## config.mk

```make
export PLATFORM = sky130hd
export DESIGN_NAME = fp_multiplier_seq
export DESIGN_NICKNAME = d
export VERILOG_FILES = /design/src/rtl/fp_pkg.sv /design/src/rtl/fp_mant_mult_seq.sv /design/src/rtl/fp_multiplier_seq.sv
export SDC_FILE = /design/constraint.sdc
export NUM_CORES = 1
export LEC_CHECK = 0
export ABC_AREA = 1
export CORE_ASPECT_RATIO = 0.6
export CORE_MARGIN = 3
export CORE_UTILIZATION = 36
export CTS_CLUSTER_DIAMETER = 50
export DETAILED_ROUTE_END_ITERATION = 8
export PLACE_DENSITY_LB_ADDON = 0.08
export REMOVE_ABC_BUFFERS = 1
export SYNTH_ARGS = -nofsm -noshare
export SYNTH_HDL_FRONTEND = slang
export SYNTH_HIERARCHICAL = 1
export SYNTH_SLANG_ARGS = --single-unit
```

## constraint.sdc

```tcl
create_clock -name clk_in -period 2.7 [get_ports clk_in]
set_input_delay 0.54 -clock clk_in [delete_from_list [all_inputs] [get_ports clk_in]]
set_output_delay 0.54 -clock clk_in [all_outputs]
set_load 0.02 [all_outputs]
```

## src/rtl/fp_pkg.sv

```systemverilog
// Shared floating-point format helpers for the multiplier/divider pair:
// default field widths, bias, special encodings and the sequencer state type.
package fp_pkg;

  localparam int FP_EXP_WIDTH  = 8;
  localparam int FP_MANT_WIDTH = 23;
  localparam int FP_WIDTH      = 1 + FP_EXP_WIDTH + FP_MANT_WIDTH;
  localparam int BIAS          = (1 << (FP_EXP_WIDTH - 1)) - 1;

  localparam logic [FP_WIDTH-1:0] FP_POS_ZERO = '0;
  localparam logic [FP_WIDTH-1:0] FP_NEG_ZERO = {1'b1, {(FP_WIDTH-1){1'b0}}};
  localparam logic [FP_WIDTH-1:0] FP_POS_INF  = {1'b0, {FP_EXP_WIDTH{1'b1}}, {FP_MANT_WIDTH{1'b0}}};
  localparam logic [FP_WIDTH-1:0] FP_NEG_INF  = {1'b1, {FP_EXP_WIDTH{1'b1}}, {FP_MANT_WIDTH{1'b0}}};
  localparam logic [FP_WIDTH-1:0] FP_QNAN     = {1'b0, {FP_EXP_WIDTH{1'b1}}, 1'b1, {(FP_MANT_WIDTH-1){1'b0}}};

  typedef enum logic [1:0] {
    ST_IDLE,
    ST_MULT,
    ST_NORM,
    ST_DONE
  } fpm_state_t;

  function automatic logic fp_sign(input logic [FP_WIDTH-1:0] x);
    return x[FP_WIDTH-1];
  endfunction

  function automatic logic [FP_EXP_WIDTH-1:0] fp_exp(input logic [FP_WIDTH-1:0] x);
    return x[FP_WIDTH-2 -: FP_EXP_WIDTH];
  endfunction

  function automatic logic [FP_MANT_WIDTH-1:0] fp_frac(input logic [FP_WIDTH-1:0] x);
    return x[FP_MANT_WIDTH-1:0];
  endfunction

endpackage

```

## src/rtl/fp_mant_mult_seq.sv

```systemverilog
// Shift-add (MW+1)x(MW+1) mantissa multiplier: one multiplier bit per step,
// count_done flags the final (MW-th) iteration.
module fp_mant_mult_seq #(
  parameter int MW = 23
) (
  input  logic              clk,
  input  logic              rst_n,
  input  logic              load,
  input  logic              step,
  input  logic [MW:0]       mcand,
  input  logic [MW:0]       mplier,
  output logic [2*MW+1:0]   product,
  output logic              count_done
);

  localparam int CW = $clog2(MW + 1);

  logic [2*MW+1:0] mcand_reg;
  logic [2*MW+1:0] prod_reg;
  logic [MW:0]     mplier_reg;
  logic [CW-1:0]   count_reg;

  // The multiplicand walks left and the multiplier right, so the bit under
  // test is always mplier_reg[0] and no barrel shifter is needed.
  always_ff @(posedge clk or negedge rst_n) begin
    if (!rst_n) begin
      mcand_reg  <= '0;
      prod_reg   <= '0;
      mplier_reg <= '0;
      count_reg  <= '0;
    end else if (load) begin
      mcand_reg  <= {{(MW+1){1'b0}}, mcand};
      prod_reg   <= '0;
      mplier_reg <= mplier;
      count_reg  <= '0;
    end else if (step) begin
      if (mplier_reg[0]) begin
        prod_reg <= prod_reg + mcand_reg;
      end
      mcand_reg  <= mcand_reg << 1;
      mplier_reg <= mplier_reg >> 1;
      count_reg  <= count_reg + CW'(1);
    end
  end

  assign product    = prod_reg;
  assign count_done = (count_reg == CW'(MW));

endmodule

```

## src/rtl/fp_multiplier_seq.sv

```systemverilog
// Multi-cycle floating-point multiplier: start/busy/done handshake around a
// shift-add mantissa core, with exponent path and special-case resolution.
module fp_multiplier_seq
  import fp_pkg::*;
#(
  parameter int EXP_WIDTH      = 8,
  parameter int MANTISSA_WIDTH = 23
) (
  input  logic                                clk_in,
  input  logic                                rst_n_in,
  input  logic                                start_in,
  input  logic [EXP_WIDTH+MANTISSA_WIDTH:0]   a_in,
  input  logic [EXP_WIDTH+MANTISSA_WIDTH:0]   b_in,
  output logic                                busy_out,
  output logic                                done_out,
  output logic [EXP_WIDTH+MANTISSA_WIDTH:0]   fpm_out,
  output logic                                overflow_out,
  output logic                                underflow_out
);

  localparam int W   = 1 + EXP_WIDTH + MANTISSA_WIDTH;
  localparam int M   = MANTISSA_WIDTH;
  localparam int EW2 = EXP_WIDTH + 2;
  localparam logic signed [EW2-1:0] EXP_BIAS = EW2'((1 << (EXP_WIDTH - 1)) - 1);
  localparam logic signed [EW2-1:0] EXP_MAX  = EW2'((1 << EXP_WIDTH) - 1);

  fpm_state_t state_reg, state_next;
  logic       mult_load, mult_step, count_done;
  logic [2*M+1:0] prod;

  logic [EXP_WIDTH-1:0]   ea_in, eb_in;
  logic [EXP_WIDTH-1:0]   ea_reg, eb_reg;
  logic                   sign_reg;
  logic signed [EW2-1:0]  exp_sum, exp_reg, exp_norm;

  logic [W-1:0] fpm_reg, res_next;
  logic         ovf_reg, unf_reg, ovf_next, unf_next;
  logic         norm_shift, a_inf, b_inf, a_zero, b_zero, exp_neg;
  logic [M-1:0] frac_norm;
  logic         unused_prod_low;

  assign ea_in   = a_in[W-2 -: EXP_WIDTH];
  assign eb_in   = b_in[W-2 -: EXP_WIDTH];
  assign exp_sum = $signed({2'b00, ea_in}) + $signed({2'b00, eb_in}) - EXP_BIAS;

  always_ff @(posedge clk_in or negedge rst_n_in) begin
    if (!rst_n_in) begin
      state_reg <= ST_IDLE;
    end else begin
      state_reg <= state_next;
    end
  end

  always_comb begin
    state_next = state_reg;
    mult_load  = 1'b0;
    mult_step  = 1'b0;
    case (state_reg)
      ST_IDLE: begin
        if (start_in) begin
          mult_load  = 1'b1;
          state_next = ST_MULT;
        end
      end
      ST_MULT: begin
        mult_step = 1'b1;
        if (count_done) begin
          state_next = ST_NORM;
        end
      end
      ST_NORM: state_next = ST_DONE;
      ST_DONE: state_next = ST_IDLE;
      default: state_next = ST_IDLE;
    endcase
  end

  // Operand fields are captured only on acceptance; later start pulses
  // never reach these registers.
  always_ff @(posedge clk_in or negedge rst_n_in) begin
    if (!rst_n_in) begin
      ea_reg   <= '0;
      eb_reg   <= '0;
      sign_reg <= 1'b0;
      exp_reg  <= '0;
    end else if (mult_load) begin
      ea_reg   <= ea_in;
      eb_reg   <= eb_in;
      sign_reg <= a_in[W-1] ^ b_in[W-1];
      exp_reg  <= exp_sum;
    end
  end

  fp_mant_mult_seq #(
    .MW(M)
  ) u_mant (
    .clk        (clk_in),
    .rst_n      (rst_n_in),
    .load       (mult_load),
    .step       (mult_step),
    .mcand      ({1'b1, a_in[M-1:0]}),
    .mplier     ({1'b1, b_in[M-1:0]}),
    .product    (prod),
    .count_done (count_done)
  );

  assign unused_prod_low = ^prod[M-1:0];
  assign norm_shift = prod[2*M+1];
  assign frac_norm  = norm_shift ? prod[2*M -: M] : prod[2*M-1 -: M];
  assign exp_norm   = exp_reg + $signed(EW2'(norm_shift));
  assign exp_neg    = exp_norm[EW2-1];

  assign a_inf  = &ea_reg;
  assign b_inf  = &eb_reg;
  assign a_zero = ~|ea_reg;
  assign b_zero = ~|eb_reg;

  always_comb begin
    res_next = {sign_reg, exp_norm[EXP_WIDTH-1:0], frac_norm};
    ovf_next = 1'b0;
    unf_next = 1'b0;
    if ((a_inf && b_zero) || (b_inf && a_zero)) begin
      res_next = {1'b0, {EXP_WIDTH{1'b1}}, 1'b1, {(M-1){1'b0}}};
    end else if (a_inf || b_inf) begin
      res_next = {sign_reg, {EXP_WIDTH{1'b1}}, {M{1'b0}}};
    end else if (a_zero || b_zero) begin
      res_next = {sign_reg, {(W-1){1'b0}}};
    end else if (!exp_neg && (exp_norm >= EXP_MAX)) begin
      res_next = {sign_reg, {EXP_WIDTH{1'b1}}, {M{1'b0}}};
      ovf_next = 1'b1;
    end else if (exp_neg || (exp_norm == '0)) begin
      res_next = {sign_reg, {(W-1){1'b0}}};
      unf_next = 1'b1;
    end
  end

  // Result and flags change only on the NORM->DONE edge, so the previous
  // product stays visible throughout the next operation.
  always_ff @(posedge clk_in or negedge rst_n_in) begin
    if (!rst_n_in) begin
      fpm_reg <= '0;
      ovf_reg <= 1'b0;
      unf_reg <= 1'b0;
    end else if (state_reg == ST_NORM) begin
      fpm_reg <= res_next;
      ovf_reg <= ovf_next;
      unf_reg <= unf_next;
    end
  end

  assign busy_out      = (state_reg != ST_IDLE);
  assign done_out      = (state_reg == ST_DONE);
  assign fpm_out       = fpm_reg;
  assign overflow_out  = ovf_reg;
  assign underflow_out = unf_reg;

endmodule

```

# Word level (Yosys, flattened, before mapping)
# Index checks and enable logic that the tools add are counted.
# totals
reg_bits,188
inputBits,67
out_inout_bits,36
wordCells,76
# classes
add_sub_neg,5
n_lt_le_gt_ge,1
n_eq_ne,6
mux,30
bitwise,1
n_reduce_logical,21
# op_table
operator,count
$mux W48,5
$mux W31,4
$add A48 B48 Y48,1
$mux W24,2
$mux W32,1
$mux W23,1
$reduce_and A8 Y1,2
$reduce_or A8 Y1,2
$mux W1,12
$add A10 B2 Y10,1
$ge A10 B9 Y1 const B,1
$logic_not A10 Y1,1
$mux W5,2
$sub A9 B7 Y10 const B,1
$add A8 B8 Y9,1
$pmux W2 S4,1
$reduce_bool A2 Y1,3
$add A5 B1 Y5 const B,1
$eq A5 B5 Y1 const B,1
$eq A2 B2 Y1 const B,2
$logic_or A1 B1 Y1,4
$mux W2,2
$ne A2 B2 Y1 const B,2
$reduce_and A2 Y1,2
5 further kinds,9

# Logic depth before layout (Yosys ltp)
# depth
word_depth,8
ltp_mapped,15

# Cells and area by module
# Netlist, hierarchy kept.
# modules_own_cells
module,n_inst,cells_each,area_each_um2,seq_area_each_um2
fp_mant_mult_seq,1,1426,9213.8,3128.0
fp_multiplier_seq,1,502,3783.6,1576.5

# Least setup slack after synthesis
# Ideal clock, no wire load.
# synth_timing
kind,in2reg
start,input a_in[24]
end,register exp_reg[9]
setup_ps,78
arrival_time_ps,2190
required_ps,2622
path_slack_ps,431
path_stages,11
n_path_buf,0
path_cell_list,ha_1 > ha_1 > fa_1 > nand3_1 > nand3_1 > nand2_1 > nand2_1 > a21oi_1 > nor2_1 > nor3_1 > o2bb2ai_1
# synth_via
elab_chain_cells,2
# synth_rtl
item,line,source
start: declaration,fp_multiplier_seq.sv:12,"input logic [EXP_WIDTH+MANTISSA_WIDTH:0] a_in,"
$add A8 B8 Y9,fp_multiplier_seq.sv:44,"assign exp_sum = $signed({2'b00, ea_in}) + $signed({2'b00, eb_in}) - EXP_BIAS;"
$sub A9 B7 Y10,fp_multiplier_seq.sv:44,
end signal: assignment,fp_multiplier_seq.sv:89,exp_reg <= exp_sum;
end: declaration,fp_multiplier_seq.sv:34,"logic signed [EW2-1:0] exp_sum, exp_reg, exp_norm;"
# No other way between the ends.
# A chain may end at the register's enable or synchronous reset.

# Worst setup path after layout
# layout_timing
start,register u_mant.mcand_reg[0]
end,"register u_mant.prod_reg[36], in the netlist u_mant/product[36]"
# layout_via
elab_chain_cells,4
# layout_rtl
item,line,source
start: declaration,fp_mant_mult_seq.sv:18,logic [2*MW+1:0] mcand_reg;
start signal: assignment,fp_mant_mult_seq.sv:32,"mcand_reg <= {{(MW+1){1'b0}}, mcand};"
start signal: assignment,fp_mant_mult_seq.sv:40,mcand_reg <= mcand_reg << 1;
$add A48 B48 Y48,fp_mant_mult_seq.sv:38,prod_reg <= prod_reg + mcand_reg;
$mux W48,fp_mant_mult_seq.sv:37,if (mplier_reg[0]) begin
$mux W48,fp_mant_mult_seq.sv:36,end else if (step) begin
$mux W48,fp_mant_mult_seq.sv:31,end else if (load) begin
end signal: assignment,fp_mant_mult_seq.sv:38,
end: declaration,fp_mant_mult_seq.sv:19,logic [2*MW+1:0] prod_reg;
# No other way between the ends. The select of a mux whose other input is x is not followed.

==> out/summary.md <==
After synthesis the netlist holds a flip-flop and latch count of 188. The post-synthesis area per instance was 6.74 sq um. The logs give 0.0389 for the met3 track utilization from global routing and 1928 for the number of instances in the synthesized netlist. The share of synthesized area occupied by flip-flops and latches was 0.362; the count of buffers added by post-CTS timing repair for setup was 0. In this run, synthesis inferred 0 flip-flops with an integrated enable.

Across the run, the number of max-cap violations was 0. For this design the ratio of total power to cell area is 964 mW/mm^2. Counting along the longest clock path gives a buffer depth of 2. The multi-input combinational cells in the finished layout cover a total of 0.00697 sq mm.

The proportion of synthesized flip-flops having asynchronous set or reset is 1.00. At the worst endpoint, the required time is 3050 ps. The detailed router finished its first iteration with 1025 violations. The run gives 0.0353 sq mm as the core region area.

The clock reaches the later pin of the worst-skew pair after 460 ps. VDD sags by at most 0.465 mV. In this design, the stage delay of the slowest critical-path cell is 420 ps. The floorplan step set the die height to 153 microns. Clock-pin slew was measured on the worst setup and hold paths at 80 ps.

Critical path capture point type: a register. The slowest library cell on the worst path was sky130_fd_sc_hd__fa_1. The most crowded layer after global routing is met1.

The final clock skew is 11.0 ps. The logs give 0.280 for the global-route track usage on met2 and 0.0130 sq mm for the synthesized area. Yosys printed 6 warnings.

During placement, the flow inserted port buffers numbering 102. The met1 track utilization from global routing was 0.371; the total number of H-tree levels was 4. Along the worst path, the maximum fanout reaches 5. The effective utilization at floorplan was 0.368; the count of standard-cell rows was 53. TritonCTS built the clock tree.

The setup slack of the most critical reg-to-reg path was 270 ps. The area of all sequential standard cells was 0.00470 sq mm. The library cell used most frequently in the layout, excluding fill and tap cells, is sky130_fd_sc_hd__nand2_1. For the number of global-route vias before repair, the log shows 11.4k. The most common cell type on the critical path was sky130_fd_sc_hd__nand3_1. From left edge to right edge, the die measures 251 microns. The hold slack was 484 ps; the post-synthesis to final-layout area growth was 17.2%. After detailed routing, the number of vias per cell comes to 4.88. The relative slew slack is 0.512, and the initial antenna violation count is 0. Most common flop cell mapped by yosys: sky130_fd_sc_hd__dfrtp_1. The fraction of the cycle the final worst path needs is 0.901.

The worst hold path belongs to the class register to register. The tools report the end of the worst register-to-register path as u_mant/product[36]. The run gives 65500 microns as the wire length of the first global-routing pass. The startpoint identified for the worst register-to-register timing path is u_mant/mcand_reg[0]. The worst hold path passes through 2 cells.

Gates resized during post-CTS repair numbered 0. The detailed-route wire length per cell came out at 16.2 microns. The number of clock sinks is 188, and the maximum number of pins on one net before global-route repair is 72. The fraction of layout cells with a size suffix above 1 was 0.0960; the boundary pin count was 103. The number of cells on the worst reg-to-reg path is 10.

The signal on the critical path passes through ha_1 > fa_1 > nand3_1 > nand3_1 > nand4_1 > nand3_2 > nand2_1 > nand3_1 > nand3_1 > nand2_1. CTS placed an instance of sky130_fd_sc_hd__clkbuf_16 at the clock tree root. The die covers 0.0385 sq mm. The flow ran to the end, and the final reports show no timing, DRC or antenna violations. The tools report the number of buffers added to fix hold violations after cts as 1.

The setup-violating endpoint count in the final report came out at 0. The final route contains 12.2k vias. Actual slew at the worst max-slew pin: 732 ps. At the worst endpoint, the arrival time is 2780 ps. After detailed routing, the total wire length is 40700 microns. Detailed placement ended at an HPWL of 32400 microns. For the number of placed cells counting well taps, the log shows 2475. Counting distinct cell types in the post-synthesis netlist gives 47. The tools report the clock buffer count from CTS as 17. The repair_antennas step left the layout with diodes totalling 0. The final number of max-transition violations came out at 0. Setup repair after global routing left no endpoint under its margin. In the layout the commonest cells are 742 x sky130_fd_sc_hd__nand2_1, 270 x sky130_fd_sc_hd__inv_1, 188 x sky130_fd_sc_hd__dfrtp_1. The number of detailed-route iterations in the first pass came out at 6. For the leftover overflow at the end of global routing, the log shows 0.

STA classifies the critical path startpoint as a register. Final-layout fill cell count: 3715. The final layout contains 2167 nets. The finished cells cover 0.0152 sq mm.

The logs give 0.954 for the final weighted congestion in routability-driven placement and 0 ps for the post-route setup TNS. The worst hold path startpoint was fpm_out[12]. For this design the static power due to leakage is 7.98 nW. Excluding fillers, the count of instances in the completed layout stands at 2508. The count of unresolved DRC violations after routing is 0, and the overall track demand over capacity in global routing is 0.218. The final antenna-violating net count is 0, and the number of hold-slack violations in the final timing report is 0. For the highest attainable clock frequency, the log shows 0.411 GHz. The clock period could shrink to 2430 ps. The setup path with the least slack is of type register to register. Endpoint of the worst hold-timing path: fpm_out[12].

The cell area after placement is 0.0146 sq mm.
==> worst max-delay path: cells and delay by family, from the launching register on <==
| kind | cells | cell delay, ps |
|---|---|---|
| adder cells (fa/ha/maj) | 2 | 710 |
| AND/OR/NAND/NOR | 8 | 1210 |
| flip-flops | 1 | 410 |
==> power by group <==
group | switching [W] | leakage (nW) | internal, W
registers | 0.000669 | 2.43 | 0.00368
clock network | 0.00131 | 0.277 | 0.00123
logic | 0.00533 | 5.27 | 0.00246
==> synthesized netlist by cell type, types with 3 or more instances <==
cell	count	area share
sky130_fd_sc_hd__a21oi_1	75	0.029
sky130_fd_sc_hd__a22o_1	4	0.0027
sky130_fd_sc_hd__buf_1	4	0.0012
sky130_fd_sc_hd__buf_2	14	0.0054
sky130_fd_sc_hd__buf_6	3	0.0026
sky130_fd_sc_hd__clkbuf_1	27	0.0078
sky130_fd_sc_hd__clkinv_1	4	0.0012
sky130_fd_sc_hd__dfrtp_1	188	0.36
sky130_fd_sc_hd__ha_1	70	0.067
sky130_fd_sc_hd__inv_1	271	0.078
sky130_fd_sc_hd__inv_2	16	0.0046
sky130_fd_sc_hd__nand2_1	742	0.21
sky130_fd_sc_hd__nand2_2	41	0.020
sky130_fd_sc_hd__nand2_4	3	0.0026
sky130_fd_sc_hd__nand3_1	112	0.043
sky130_fd_sc_hd__nand3_2	10	0.0077
sky130_fd_sc_hd__nand4_1	16	0.0077
sky130_fd_sc_hd__nor2_1	106	0.031
sky130_fd_sc_hd__nor2_2	34	0.016
sky130_fd_sc_hd__nor2_4	8	0.0069
sky130_fd_sc_hd__nor3_1	12	0.0046
sky130_fd_sc_hd__nor3_2	3	0.0023
sky130_fd_sc_hd__nor4_1	4	0.0019
sky130_fd_sc_hd__o211ai_1	3	0.0017
sky130_fd_sc_hd__o21ai_0	61	0.023
sky130_fd_sc_hd__o21ai_1	17	0.0065
sky130_fd_sc_hd__o21ai_2	12	0.0081
sky130_fd_sc_hd__o21bai_1	4	0.0023
sky130_fd_sc_hd__o221ai_1	6	0.0040
sky130_fd_sc_hd__o22ai_1	26	0.013
sky130_fd_sc_hd__or2_2	4	0.0019
sky130_fd_sc_hd__xnor2_1	5	0.0034
==> stage by stage <==
step	worst slack, ps	util	power [W]
4_1_cts	271	0.432	0.0147
6_report	269	0.432	0.0147
5_1_grt	94.8	0.432	0.0159
2_1_floorplan	-1770	-	0.00925
3_5_place_dp	-136	0.415	0.0121
3_3_place_gp	-134	0.415	0.0120
==> layer usage <==
metal / share of wire / vias to the layer above / routed length, microns
met2: 0.36 / 239 / 14800
met3: 0.049 / 15 / 1990
li1: - / 6255 / -
met1: 0.58 / 5719 / 23700
met5: 0 / - / 0
met4: 0.0047 / 0 / 191
==> how the worst max path moves through the flow <==
| stage | startpoint | end | slack, ps |
|---|---|---|---|
| after global routing | u_mant/mcand_reg[0] | u_mant/product[32] | 90 |
| after detailed placement | a_in[24] | exp_reg[9] | -140 |
| after CTS | state_reg[0] | busy_out | 270 |
| final | u_mant/mcand_reg[0] | u_mant/product[36] | 270 |
| after global placement | a_in[24] | exp_reg[9] | -130 |
| after floorplan | state_reg[0] | u_mant/product[3] | -1770 |
==> cells by family (layout without fill, tap and decap cells) <==
group | count (synthesis) | count (layout) | share of synthesized area
AND/OR/NAND/NOR | 1099 | 1099 | 0.362
AO/OA/AOI/OAI | 220 | 220 | 0.0976
flip-flops | 188 | 188 | 0.362
other | 1 | 2 | 0.000289
buffers and inverters | 341 | 453 | 0.103
XOR/XNOR | 7 | 7 | 0.00472
adder cells (fa/ha/maj) | 72 | 72 | 0.0705
==> final cells by class <==
| type | count | share of cell area |
|---|---|---|
| multi-input combinational | 1400 | 0.458 |
| tap | 467 | 0.0384 |
| clock buffer | 17 | 0.0279 |
| inverter | 292 | 0.0721 |
| clock inverter | 15 | 0.0102 |
| timing repair buffer | 129 | 0.0849 |
| sequential | 188 | 0.309 |
No activity file was read; power rests on OpenSTA's default activity.
